File: src/rtl/ccm_pixel_packer_if.sv
// Word-side and pixel-side handshake bundle for ccm_pixel_packer.
// The slave modport is the packer; the master modport is whatever feeds and drains it.
interface ccm_pixel_packer_if #(
  parameter int DATA_WIDTH = 12,
  parameter int FIFO_DEPTH = 2
);
  logic                            u_i_ready;
  logic [DATA_WIDTH-1:0]           word_in;
  logic                            sop;
  logic                            i_i_ready;
  logic                            u_r_ready;
  logic [6*DATA_WIDTH-1:0]         data_out;
  logic                            i_r_ready;
  logic [$clog2(FIFO_DEPTH):0]     level;
  logic                            framing_error;

  modport master (
    output u_i_ready, word_in, sop, u_r_ready,
    input  i_i_ready, data_out, i_r_ready, level, framing_error
  );

  modport slave (
    input  u_i_ready, word_in, sop, u_r_ready,
    output i_i_ready, data_out, i_r_ready, level, framing_error
  );
endinterface

File: src/rtl/ccm_pixel_packer.sv
// Assembles six DATA_WIDTH component words into one packed pixel (R first, MSBs)
// and queues finished pixels in a small FIFO ahead of CCM stage 0.
module ccm_pixel_packer #(
  parameter int DATA_WIDTH = 12,
  parameter int FIFO_DEPTH = 2
) (
  input logic                 clock,
  input logic                 reset,
  ccm_pixel_packer_if.slave   bus
);
  localparam int W   = DATA_WIDTH;
  localparam int PIX = 6 * DATA_WIDTH;
  localparam int PW  = $clog2(FIFO_DEPTH);
  localparam int LW  = PW + 1;

  logic [2:0]       wcnt;
  logic [5*W-1:0]   asm_q;
  logic [PIX-1:0]   mem [FIFO_DEPTH];
  logic [PW-1:0]    rd_ptr;
  logic [PW-1:0]    wr_ptr;
  logic [LW-1:0]    level_q;
  logic             fe_q;

  logic wacc;
  logic pdeq;
  logic enq;

  assign bus.i_i_ready     = (level_q != LW'(FIFO_DEPTH));
  assign bus.i_r_ready     = (level_q != '0);
  assign bus.data_out      = bus.i_r_ready ? mem[rd_ptr] : '0;
  assign bus.level         = level_q;
  assign bus.framing_error = fe_q;

  assign wacc = bus.u_i_ready && bus.i_i_ready;
  assign pdeq = bus.i_r_ready && bus.u_r_ready;
  assign enq  = wacc && !bus.sop && (wcnt == 3'd5);

  // Word assembly and framing; the sixth word bypasses asm_q straight into the FIFO.
  always_ff @(posedge clock) begin
    if (reset) begin
      wcnt  <= 3'd0;
      asm_q <= '0;
      fe_q  <= 1'b0;
    end else begin
      fe_q <= 1'b0;
      if (wacc) begin
        if (bus.sop) begin
          asm_q <= {bus.word_in, {(4*W){1'b0}}};
          wcnt  <= 3'd1;
          fe_q  <= (wcnt != 3'd0);
        end else if (wcnt == 3'd0) begin
          fe_q <= 1'b1;
        end else if (wcnt == 3'd5) begin
          wcnt <= 3'd0;
        end else begin
          case (wcnt)
            3'd1:    asm_q[4*W-1:3*W] <= bus.word_in;
            3'd2:    asm_q[3*W-1:2*W] <= bus.word_in;
            3'd3:    asm_q[2*W-1:W]   <= bus.word_in;
            3'd4:    asm_q[W-1:0]     <= bus.word_in;
            default: ;
          endcase
          wcnt <= wcnt + 3'd1;
        end
      end
    end
  end

  always_ff @(posedge clock) begin
    if (reset) begin
      rd_ptr  <= '0;
      wr_ptr  <= '0;
      level_q <= '0;
    end else begin
      if (enq)  wr_ptr <= wr_ptr + 1'b1;
      if (pdeq) rd_ptr <= rd_ptr + 1'b1;
      case ({enq, pdeq})
        2'b10:   level_q <= level_q + 1'b1;
        2'b01:   level_q <= level_q - 1'b1;
        default: ;
      endcase
    end
  end

  // Storage needs no reset: data_out is forced to zero while the FIFO is empty.
  always_ff @(posedge clock) begin
    if (!reset && enq) mem[wr_ptr] <= {asm_q, bus.word_in};
  end
endmodule

File: src/flat_wrapper.sv
// flat-port wrapper written by rule: the top's interface ports become plain ports
module ccm_pixel_packer_flat 
#(
  parameter int DATA_WIDTH = 12,
  parameter int FIFO_DEPTH = 2
)
  (clock, reset, bus_u_i_ready, bus_word_in, bus_sop, bus_u_r_ready, bus_i_i_ready, bus_data_out, bus_i_r_ready, bus_level, bus_framing_error);
  ccm_pixel_packer_if #(.DATA_WIDTH(DATA_WIDTH), .FIFO_DEPTH(FIFO_DEPTH)) bus_i ();
  input logic clock;
  input logic reset;
  input wire logic [$bits(bus_i.u_i_ready)-1:0] bus_u_i_ready;
  input wire logic [$bits(bus_i.word_in)-1:0] bus_word_in;
  input wire logic [$bits(bus_i.sop)-1:0] bus_sop;
  input wire logic [$bits(bus_i.u_r_ready)-1:0] bus_u_r_ready;
  output wire logic [$bits(bus_i.i_i_ready)-1:0] bus_i_i_ready;
  output wire logic [$bits(bus_i.data_out)-1:0] bus_data_out;
  output wire logic [$bits(bus_i.i_r_ready)-1:0] bus_i_r_ready;
  output wire logic [$bits(bus_i.level)-1:0] bus_level;
  output wire logic [$bits(bus_i.framing_error)-1:0] bus_framing_error;
  assign bus_i.u_i_ready = bus_u_i_ready;
  assign bus_i.word_in = bus_word_in;
  assign bus_i.sop = bus_sop;
  assign bus_i.u_r_ready = bus_u_r_ready;
  assign bus_i_i_ready = bus_i.i_i_ready;
  assign bus_data_out = bus_i.data_out;
  assign bus_i_r_ready = bus_i.i_r_ready;
  assign bus_level = bus_i.level;
  assign bus_framing_error = bus_i.framing_error;
  ccm_pixel_packer #(.DATA_WIDTH(DATA_WIDTH), .FIFO_DEPTH(FIFO_DEPTH)) u_core (.clock(clock), .reset(reset), .bus(bus_i));
endmodule
File: config.mk
export PLATFORM = sky130hd
export DESIGN_NAME = ccm_pixel_packer_flat
export DESIGN_NICKNAME = d
export VERILOG_FILES = /design/src/rtl/ccm_pixel_packer_if.sv /design/src/rtl/ccm_pixel_packer.sv /design/src/flat_wrapper.sv
export SDC_FILE = /design/constraint.sdc
export NUM_CORES = 1
export LEC_CHECK = 0
export CORE_ASPECT_RATIO = 1.75
export CORE_MARGIN = 1
export CORE_UTILIZATION = 55
export CTS_CLUSTER_SIZE = 8
export DETAILED_ROUTE_END_ITERATION = 6
export PLACE_DENSITY_LB_ADDON = 0.08
export SLEW_MARGIN = 20
export SYNTH_ARGS = -nofsm -noshare
export SYNTH_HDL_FRONTEND = slang
export SYNTH_SLANG_ARGS = --single-unit
File: constraint.sdc
create_clock -name clock -period 27.3 [get_ports clock]
set_input_delay 6.825 -clock clock [delete_from_list [all_inputs] [get_ports clock]]
set_output_delay 6.825 -clock clock [all_outputs]
set_load 0.005 [all_outputs]
======== Word level (Yosys, flattened, before mapping) ========
Memories as Yosys holds them, arrays and structs flattened. A register that Yosys moved wholly into a read port is not among the register bits.
Index checks and enable logic that the tools add are counted.
cells by class
  multipliers ............................. 0
  multiplexer cells ....................... 18
  divide/modulo/power cells ............... 0
  add/sub/neg operators ................... 5
  equal/unequal tests ..................... 10
  shift operators ......................... 0
  reductions and logical operators ........ 22
  bitwise operators ....................... 1
  order comparisons ....................... 0
operators with widths
  cell                                               count
  two-way mux 48 bit                                 3
  two-way mux 72 bit                                 1
  two-way mux 12 bit                                 4
  AND reduction 4 bit                                4
  nonzero test 2 bit                                 6
  two-way mux 3 bit                                  3
  == test 3 x 2 -> 1 bit (second input constant)     2
  == test 3 bit (second input constant)              2
  two-way mux 1 bit                                  6
  inequality test 2 bit (second input constant)      3
  logical AND 1 bit                                  5
  case mux 2 bit (2 select lines)                    1
  AND reduction 2 bit                                2
  adder 3 x 1 -> 3 bit (second input constant)       1
  == test 3 x 1 -> 1 bit (second input constant)     1
  zero test 3 bit                                    1
  nonzero test 3 bit                                 1
  adder 1 bit (second input constant)                2
  adder 2 x 1 -> 2 bit (second input constant)       1
  == test 2 x 1 -> 1 bit (second input constant)     1
  == test 2 bit (second input constant)              1
  zero test 1 bit                                    2
  OR reduction 2 bit                                 1
  subtractor 2 x 1 -> 2 bit (second input constant)  1
  NOT 1 bit                                          1
storage, ports and cells
  RAM bits ................................ 144
  memories ................................ 1
  ROM bits ................................ 0
  bits in latches ......................... 0
  bits in registers ....................... 68
memory list
  name        words  bits a word  read ports  clocked after memory_dff  write ports  RTL line                source
  u_core.mem  2      72           1           1                         1            ccm_pixel_packer.sv:18  logic [PIX-1:0] mem [FIFO_DEPTH];

======== Depth between registers and ports, before layout ========
Gate-level depths: netlist of the first run.
  word-level depth ........................ 7
  gate-level depth with buffers ........... 9
  depth with buffers taken out ............ 6

======== Worst setup path after synthesis of the first run ========
Ideal clock, no wire load.
  path kind ............................... input to register
  from .................................... in reset
  to ...................................... mem u_core.mem[1][0] (netlist name), enable pin
  stages .................................. 3
  arrival ................................. 14.665 ns
  slack ................................... 11.930 ns
  buffers on the path ..................... 2
  required time ........................... 26.595 ns
  path through ............................ clkbuf_1 -> clkbuf_1 -> nor4b_1
on the way
  word-level cells in the longest chain between the ends .. 4
ends and longest elaborated chain
  element                                  RTL line                source
  from (decl)                              flat_wrapper.sv:10      input logic reset;
  zero test 1 bit                          ccm_pixel_packer.sv:87  if (!reset && enq) mem[wr_ptr] <= {asm_q, bus.word_in};
  logical AND 1 bit                        ccm_pixel_packer.sv:87
  two-way mux 1 bit                        ccm_pixel_packer.sv:87
  two-way mux 1 bit (implied by the code)  ccm_pixel_packer.sv:87
  to (decl)                                ccm_pixel_packer.sv:18
No other way between the ends.

======== Final worst setup path of the first run ========
  from .................................... in bus_sop
  to ...................................... reg u_core.asm_q[30]
on the way
  word-level cells in the longest chain between the ends .. 2
ends and longest elaborated chain
  element                                                                       RTL line                source
  from (decl)                                                                   flat_wrapper.sv:13      input wire logic [$bits(bus_i.sop)-1:0] bus_sop;
  inequality test 2 bit (no line) / nonzero test 2 bit (equally long branches)  -
  AND reduction 4 bit (no line)                                                 -
  to (signal assigned)                                                          ccm_pixel_packer.sv:48  asm_q <= {bus.word_in, {(4*W){1'b0}}};
  to (signal, indexed assignment)                                               ccm_pixel_packer.sv:57  3'd1: asm_q[4*W-1:3*W] <= bus.word_in;
  to (signal, indexed assignment)                                               ccm_pixel_packer.sv:58  3'd2: asm_q[3*W-1:2*W] <= bus.word_in;
  to (decl)                                                                     ccm_pixel_packer.sv:17  logic [5*W-1:0] asm_q;
Parallel ways exist; a longest one is shown, timed or not.
A chain may end at the register's enable or synchronous reset.

==> impl_results.md, run 1 <==
* Outcome: complete, no violations
* Routed WL at 16.35 mm
* Power per cell area at 67.93 mW/mm²
* CP max FO at 25
* FP Rows at 59
* Top cells by count, synth: edfxtp_1 (144), mux2i_1 (120), nor2_1 (78)
* Detailed-route via count at 4842
* Final setup TNS at 0 ns
* Endpoint class of the critical path: register
* Ys flop type: edfxtp_1
* DR vias/cell at 5.398
* Fillcell total at 1048
* Worst-Margin Slew at 0.8939 ns
* Clock buffer depth at 3
* Die Wd at 95.49 µm
* Post-synth top area share at 51.40%
* Share of cells above drive strength 1 at 7.563%
* PnR Total Power at 0.0007006 W
* Final ANT Viol Nets at 0
* Worst setup SP type: primary input
* Top achievable clock speed at 103.4 MHz
* Unrepaired setup endpoints after global routing: no
* Iteration-0 DRC Markers at 257
* Syn Inst Count at 598
* Max-slew violation count at 0
* CTS resizes at 0
* Max_slew headroom at 40.23%
* Seq/Total Area, Yosys at 67.82%
* Clk sinks at 213
* Post-Syn Nets at 618
* Gr ovfl total at 0
* Top post-synthesis cells by area: edfxtp_1 (51%), dfxtp_1 (16%), mux2i_1 (14%)
* DIE AREA at 0.01581 mm²
* Initial Utilization at 56.42%
* # diodes at 0
* Clock root buffer master: clkbuf_16
* Worst-Skew Late Latency at 0.51 ns
* Port-buffer cells at 93
* Type of the worst min-delay path: reg2reg
* Tot GR Track Use at 21.42%
* Fin Clk Skew at 0.01117 ns
* CTS tree: built
* Maximum vdd ir drop at 0.05172 mV
* Unique cell type count in the Yosys netlist at 36
* Synth Warn # at 0
* Core box area at 0.01491 mm²
* LEAKAGE at 3.632 nW
* WL/cell at 18.23 µm
* Clock slew at reported path FFs at 0.05 ns
* Number of synthesized flops with an enable pin at 144
* Antenna violations before repair at 0
* First-pass GRT wire length at 25.81 mm
* Post-route clock period utilization at 35.43%
* Hold buffers post-CTS at 0
* Ports at 94
* Number of buffers created by CTS at 30
* Synthesis-to-finish area growth at 22.59%
* Max_cap viols at 0
* Tmin final at 9.672 ns
* Number of global-route vias before repair at 4973
* DR DRC count at 0
* Synthesized area at 0.008413 mm²
* Final Hold Viols at 0
* Post-DP HPWL at 10.64 mm
* Leading area contributor after synthesis: edfxtp_1
* FFs w/ async S/R, synth at 0%
* First-pass iteration count of the detailed router at 6
* Postcts setup bufs at 0
* Critical path type: in2reg
* Gpl congestion at 0.8110
* Fin nets at 710
* H-tree Lvls at 1
* CP required at 27.65 ns
* Largest net degree at the start of global routing at 84
* Setup violations, final at 0
* Cell with the most instances after synthesis: edfxtp_1
* Die Span Y at 165.6 µm
* Critical Path AT at 10.02 ns
* Yosys reg bits at 213
* Synthesized area per cell at 14.07 µm²
[metrics by stage]
stage / cell area, µm² / setup slack (ns) / cells / util [%] / hold slack [ns]
CTS: 10310 / 17.58 / 897 / 69.16 / 0.4604
floorplan: 8413 / 11.93 / 598 / - / 0.4256
finish: 10310 / 17.63 / 897 / 69.16 / 0.4596
global placement: 9443 / 17.33 / 841 / 63.32 / 0.4381
global route: 10310 / 17.38 / 897 / 69.16 / 0.4700
detailed placement: 9443 / 17.16 / 841 / 63.32 / 0.4402
[final timing paths]
check,start,cells past startpoint,slack (ns),endpoint
setup reg to reg,u_core.bus.level[0]$_SDFFE_PP0P_,6,24.81,u_core.mem[1][1]$_DFFE_PP_
setup / recovery,bus_sop,6,17.63,u_core.asm_q[30]$_SDFFE_PP0P_
hold / removal,u_core.asm_q[45]$_SDFFE_PP0P_,0,0.46,u_core.mem[0][57]$_DFFE_PP_
hold reg to reg,u_core.asm_q[45]$_SDFFE_PP0P_,0,0.46,u_core.mem[0][57]$_DFFE_PP_
[placed cells by master, fill, tap and decap left out, drive strengths merged, types with 3 or more instances in the layout]
master	Yosys	routed
a21oi	17	17
buf	21	10
clkbuf	21	55
clkdlybuf4s50	0	92
dfxtp	69	69
edfxtp	144	144
ha	3	3
inv	6	6
mux2i	120	120
nand2b	49	49
nand3b	13	13
nand4	14	14
nor2	78	78
nor3	3	3
nor3b	3	3
o211ai	3	3
o21ai	3	3
o31ai	14	14
[cell families after synthesis]
logic type,share of synthesized area [%]
AO/OA/AOI/OAI,3.078
flip-flops,67.82
adder cells (fa/ha/maj),0.4462
multiplexers,14.28
buffers and inverters,2.870
XOR/XNOR,0.3124
AND/OR/NAND/NOR,11.20
[critical path, cell delays in order]
cell and delay [ns]:
clkdlybuf4s50_1 1.05, inv_2 0.39, ha_1 0.34, nor2b_1 0.60
o211ai_2 0.57, mux2i_1 0.24
[registers in the layout, summed over array words and instances, names as in the netlist, named ones only]
signal / count
u_core.mem: 144
u_core.asm_q: 60
u_core.wcnt: 3
u_core.bus.level: 2
u_core.bus.framing_error: 1
u_core.rd_ptr: 1
u_core.wr_ptr: 1
[layer usage]
metal | vias to the layer above | track usage (%) | part of all wire, %
li1 | 2355 | - | -
met1 | 2336 | 24.37 | 38
met2 | 122 | 40.09 | 56
met3 | 29 | 2.663 | 3.5
met4 | 0 | 7.008 | 2.5
met5 | - | 0 | 0
[cell type report]
type	instances	area [µm²]	area share [%]
clock buffer	55	865.8	8.395
clock inverter	1	5.005	0.04853
inverter	6	25.02	0.2426
multi-input combinational	337	2486	24.11
sequential	213	5709	55.36
tap	183	229.0	2.220
timing repair buffer	102	993.5	9.632
[report_power, final]
part           internal (W)  leakage, nW  switching (W)
logic            0.00000833         1.21      0.0000106
clock network      0.000210        0.414       0.000122
registers          0.000346         2.00     0.00000336
Note: power is estimated with default switching activity, not from simulation.
==> run 2: changes to the inputs <==
==> constraint.sdc (replaced) <==
create_clock -name clock -period 9.5 [get_ports clock]
set_input_delay 2.375 -clock clock [delete_from_list [all_inputs] [get_ports clock]]
set_output_delay 2.375 -clock clock [all_outputs]
set_load 0.005 [all_outputs]
==> run 2 against run 1 <==
Cell area rose by 0.21%; flip-flop and latch count did not move; clock-buffer cell count fell by 1; global-route usage rose by 0.72 points; clock power rose to 2.9 times the previous value; combinational power rose to 2.9 times the previous value; largest cell class unchanged; worst setup slack got worse by 13 ns; cell count did not move.
==> impl_results.md, run 2 (synthesized netlist as in run 1, its figures left out) <==
* Core box area at 0.01491 mm²
* Largest net degree at the start of global routing at 84
* First-pass GRT wire length at 26.52 mm
* WL/cell at 18.99 µm
* Die Span Y at 165.6 µm
* Tot GR Track Use at 22.14%
* Final ANT Viol Nets at 0
* Post-DP HPWL at 10.86 mm
* Power per cell area at 195.3 mW/mm²
* Max-slew violation count at 0
* Clock buffer depth at 3
* Number of global-route vias before repair at 5089
* DR DRC count at 0
* Critical path type: reg2out
* Worst-Skew Late Latency at 0.52 ns
* DIE AREA at 0.01581 mm²
* CP required at 7.13 ns
* Detailed-route via count at 4948
* Iteration-0 DRC Markers at 246
* Final setup TNS at 0 ns
* Clock slew at reported path FFs at 0.05 ns
* Tmin final at 5.189 ns
* Share of cells above drive strength 1 at 7.703%
* Hold buffers post-CTS at 0
* Final Hold Viols at 0
* Max_cap viols at 0
* Clock root buffer master: clkbuf_16
* Unrepaired setup endpoints after global routing: no
* Port-buffer cells at 93
* H-tree Lvls at 1
* Die Wd at 95.49 µm
* CTS resizes at 0
* Post-route clock period utilization at 54.62%
* Gr ovfl total at 0
* Fin Clk Skew at 0.006636 ns
* Worst-Margin Slew at 0.8906 ns
* PnR Total Power at 0.002019 W
* Routed WL at 17.04 mm
* Critical Path AT at 2.81 ns
* Clk sinks at 213
* Worst setup SP type: register
* Type of the worst min-delay path: reg2reg
* Postcts setup bufs at 0
* Initial Utilization at 56.42%
* Outcome: complete, no violations
* Fin util at 69.31%
* Gpl congestion at 0.8087
* Commonest non-fill, non-tap cell in the layout: edfxtp_1
* # diodes at 0
* LEAKAGE at 3.641 nW
* Synthesis-to-finish area growth at 22.84%
* Number of buffers created by CTS at 30
* FP Rows at 59
* Setup violations, final at 0
* Largest reg by FF count: u_core.mem
* Maximum vdd ir drop at 0.1802 mV
* CTS tree: built
* DR vias/cell at 5.516
* Max_slew headroom at 40.45%
* Fin nets at 711
* Endpoint class of the critical path: primary output
* Ports at 94
* Top achievable clock speed at 192.7 MHz
* CP max FO at 39
* Commonest cells after routing, fill and taps aside: edfxtp_1 (144), mux2i_1 (120), clkdlybuf4s50_1 (92)
* Antenna violations before repair at 0
* Max FFs per register at 144
* Biggest regs: u_core.mem (144), u_core.asm_q (60), u_core.wcnt (3)
* First-pass iteration count of the detailed router at 4
## run 2: power by group
part | internal [W] | switching (W) | total (W)
registers | 0.000995 | 0.00000978 | 0.00101
logic | 0.0000242 | 0.0000312 | 0.0000554
clock network | 0.000602 | 0.000356 | 0.000958
total | 0.00162 | 0.000397 | 0.00202
## run 2: per-stage QoR
stage          setup WS, ns  hold slack (ns)  std cells  area [µm²]
3_3_place_gp          4.455           0.4436        842        9468
3_5_place_dp          4.317           0.4458        842        9468
5_1_grt               4.139           0.4732        897       10330
2_1_floorplan         2.220           0.4256        598        8426
6_report              4.311           0.4626        897       10330
4_1_cts               4.256           0.4589        897       10330
## run 2: layer usage
layer	global-route usage [%]	up-vias	wire (µm)
met5	0	-	0
li1	-	2367	-
met2	39.75	125	9384
met3	3.306	37	567
met1	24.94	2419	6396
met4	10.51	0	689
## run 2: cell type report
class,instances,area [µm²]
Clock buffer,54,862.1
Multi-Input combinational cell,337,2504
Sequential cell,213,5709
Fill cell,1090,4577
Tap cell,183,229.0
Inverter,6,25.02
Timing Repair Buffer,103,1001
Clock inverter,1,5.005
## run 2: path summary, 6_finish.rpt
path | startpoint | endpoint | slack (ns) | cells after the start
min reg2reg | u_core.asm_q[42]$_SDFFE_PP0P_ | u_core.mem[1][54]$_DFFE_PP_ | 0.46 | 0
max reg2reg | u_core.bus.level[0]$_SDFFE_PP0P_ | u_core.mem[1][60]$_DFFE_PP_ | 6.93 | 6
min | u_core.asm_q[42]$_SDFFE_PP0P_ | u_core.mem[1][54]$_DFFE_PP_ | 0.46 | 0
max | register | bus_data_out[34] | 4.31 | 4
## run 2: critical path, cell delays in order (launching register included)
cell	delay, ns
dfxtp_4	0.72
buf_4	0.66
mux2i_1	0.33
nor2_1	0.07
clkdlybuf4s50_1	0.47
==> run 3: changes to the inputs <==
--- a/config.mk
+++ b/config.mk
@@ -7,7 +7,7 @@
 export LEC_CHECK = 0
 export CORE_ASPECT_RATIO = 1.75
 export CORE_MARGIN = 1
-export CORE_UTILIZATION = 55
+export CORE_UTILIZATION = 50
 export CTS_CLUSTER_SIZE = 8
 export DETAILED_ROUTE_END_ITERATION = 6
 export PLACE_DENSITY_LB_ADDON = 0.08
==> constraint.sdc (replaced) <==
create_clock -name clock -period 4.4 [get_ports clock]
set_input_delay 1.1 -clock clock [delete_from_list [all_inputs] [get_ports clock]]
set_output_delay 1.1 -clock clock [all_outputs]
set_load 0.005 [all_outputs]
==> run 3 against run 2 <==
Global-route usage is 1.7 points lower; combinational power is 120% higher; power is 120% higher; core utilization is 6.1 points lower; worst hold slack worse by 0.0095 ns; sequential power is 110% higher; cell area is 0.64% higher; register-to-register slack worse by 5.1 ns; sequential share of layout area is 0.35 points lower; flip-flop and latch count stayed put; highest routed layer unchanged.
==> impl_results.md, run 3 (synthesized netlist as in run 1, its figures left out) <==
* Gpl congestion at 0.7656
* First-pass GRT wire length at 27.10 mm
* DIE AREA at 0.01737 mm²
* Ports at 94
* Port-buffer cells at 93
* Clk sinks at 213
* Worst setup SP type: register
* Die Wd at 100.1 µm
* WL/cell at 18.17 µm
* Reg2reg start: u_core.bus.level[0]$_SDFFE_PP0P_
* Dpl cells at 885
* Max-slew violation count at 0
* Die Span Y at 173.6 µm
* DR DRC count at 0
* Share of cells above drive strength 1 at 7.961%
* Outcome: complete, no violations
* Worst Hold Depth at 0
* Clock buffer depth at 3
* Depth of the worst register-to-register path at 6
* CP required at 3.30 ns
* Worst-Skew Late Latency at 0.53 ns
* Synthesis-to-finish area growth at 23.63%
* Tmin final at 3.646 ns
* Routed WL at 17.08 mm
* Largest net degree at the start of global routing at 74
* Critical path capture point: bus_data_out[28]
* Max FFs per register at 144
* Final ANT Viol Nets at 0
* Initial Utilization at 51.16%
* Flop2flop setup slack at 1.88 ns
* Endpoint class of the critical path: primary output
* PnR Total Power at 0.004361 W
* LEAKAGE at 3.651 nW
* Setup violations, final at 0
* Hold buffers post-CTS at 0
* First-pass iteration count of the detailed router at 4
* CTS resizes at 0
* CP max FO at 35
* Max_cap viols at 0
* Type of the worst min-delay path: reg2reg
* Fin nets at 713
* Tot GR Track Use at 20.43%
* Post-DP HPWL at 11.10 mm
* DR vias/cell at 5.301
* Top achievable clock speed at 274.3 MHz
* Biggest regs: u_core.mem (144), u_core.asm_q (60), u_core.wcnt (3)
* Detailed-route via count at 4983
* Maximum vdd ir drop at 0.3193 mV
* Largest reg by FF count: u_core.mem
* Clock slew at reported path FFs at 0.05 ns
* Core box area at 0.01645 mm²
* CTS tree: built
* # diodes at 0
* Commonest cells after routing, fill and taps aside: edfxtp_1 (144), mux2i_1 (120), clkdlybuf4s50_1 (92)
* Fin Clk Skew at 0.01302 ns
* Worst-Margin Slew at 0.9102 ns
* Iteration-0 DRC Markers at 272
* Critical path type: reg2out
* Clock root buffer master: clkbuf_16
* FP Rows at 62
* FF-to-FF End: u_core.mem[1][7]$_DFFE_PP_
* Commonest non-fill, non-tap cell in the layout: edfxtp_1
* Number of global-route vias before repair at 5146
* Postcts setup bufs at 0
* Fin cells at 940
* Post-route clock period utilization at 82.85%
* H-tree Lvls at 1
* Max_slew headroom at 39.14%
* Final Hold Viols at 0
* Number of buffers created by CTS at 30
* Critical Path AT at 2.55 ns
* Gr ovfl total at 0
* Unrepaired setup endpoints after global routing: no
* Antenna violations before repair at 0
* Power per cell area at 419.3 mW/mm²
run 3: where the power goes:
part / internal, W / leakage [nW] / switching (W) / total [W]
Combinational: 0.0000529 / 1.23 / 0.0000695 / 0.000122
Clock: 0.00130 / 0.413 / 0.000771 / 0.00207
Sequential: 0.00215 / 2.00 / 0.0000204 / 0.00217
run 3: final cells by class:
cell class	count	area, µm²
multi-input cells	337	2504
clock inverters	1	5.005
inverters	6	25.02
repair buffers	105	1016
fillers	1301	6045
clock buffers	54	862.1
well taps	224	280.3
flip-flops and latches	213	5709
run 3: worst min-delay path by stage:
| stage | from | slack (ns) | endpoint |
|---|---|---|---|
| CTS | u_core.asm_q[19]$_SDFFE_PP0P_ | 0.46 | u_core.mem[0][31]$_DFFE_PP_ |
| floorplan | u_core.asm_q[48]$_SDFFE_PP0P_ | 0.43 | u_core.mem[0][60]$_DFFE_PP_ |
| global placement | u_core.asm_q[22]$_SDFFE_PP0P_ | 0.43 | u_core.mem[1][34]$_DFFE_PP_ |
| detailed placement | u_core.asm_q[19]$_SDFFE_PP0P_ | 0.44 | u_core.mem[1][31]$_DFFE_PP_ |
| global route | u_core.asm_q[43]$_SDFFE_PP0P_ | 0.47 | u_core.mem[1][55]$_DFFE_PP_ |
| finish | u_core.asm_q[19]$_SDFFE_PP0P_ | 0.45 | u_core.mem[1][31]$_DFFE_PP_ |
run 3: routing by layer:
metal,share of wire (%),track usage (%)
met3,3.8,2.702
met2,55,37.84
met4,3.3,8.092
met1,38,23.37
met5,0,0
run 3: metrics by stage:
stage | utilization (%) | worst slack [ns] | area (µm²) | hold WS (ns) | TNS (ns)
final | 63.25 | 0.7545 | 10400 | 0.4532 | 0
after global routing | 63.25 | 0.6087 | 10400 | 0.4684 | 0
after CTS | 63.25 | 0.6618 | 10400 | 0.4560 | 0
after detailed placement | 57.97 | 0.5772 | 9534 | 0.4437 | 0
after global placement | 57.97 | 0.7369 | 9534 | 0.4338 | 0
after floorplan | - | -1.605 | 8426 | 0.4256 | -230.76
run 3: worst max-delay path, cell delays in order, from the launching register on:
cell,delay (ns)
dfxtp_4,0.75
buf_4,0.44
mux2i_1,0.28
nor2_1,0.07
clkdlybuf4s50_1,0.48
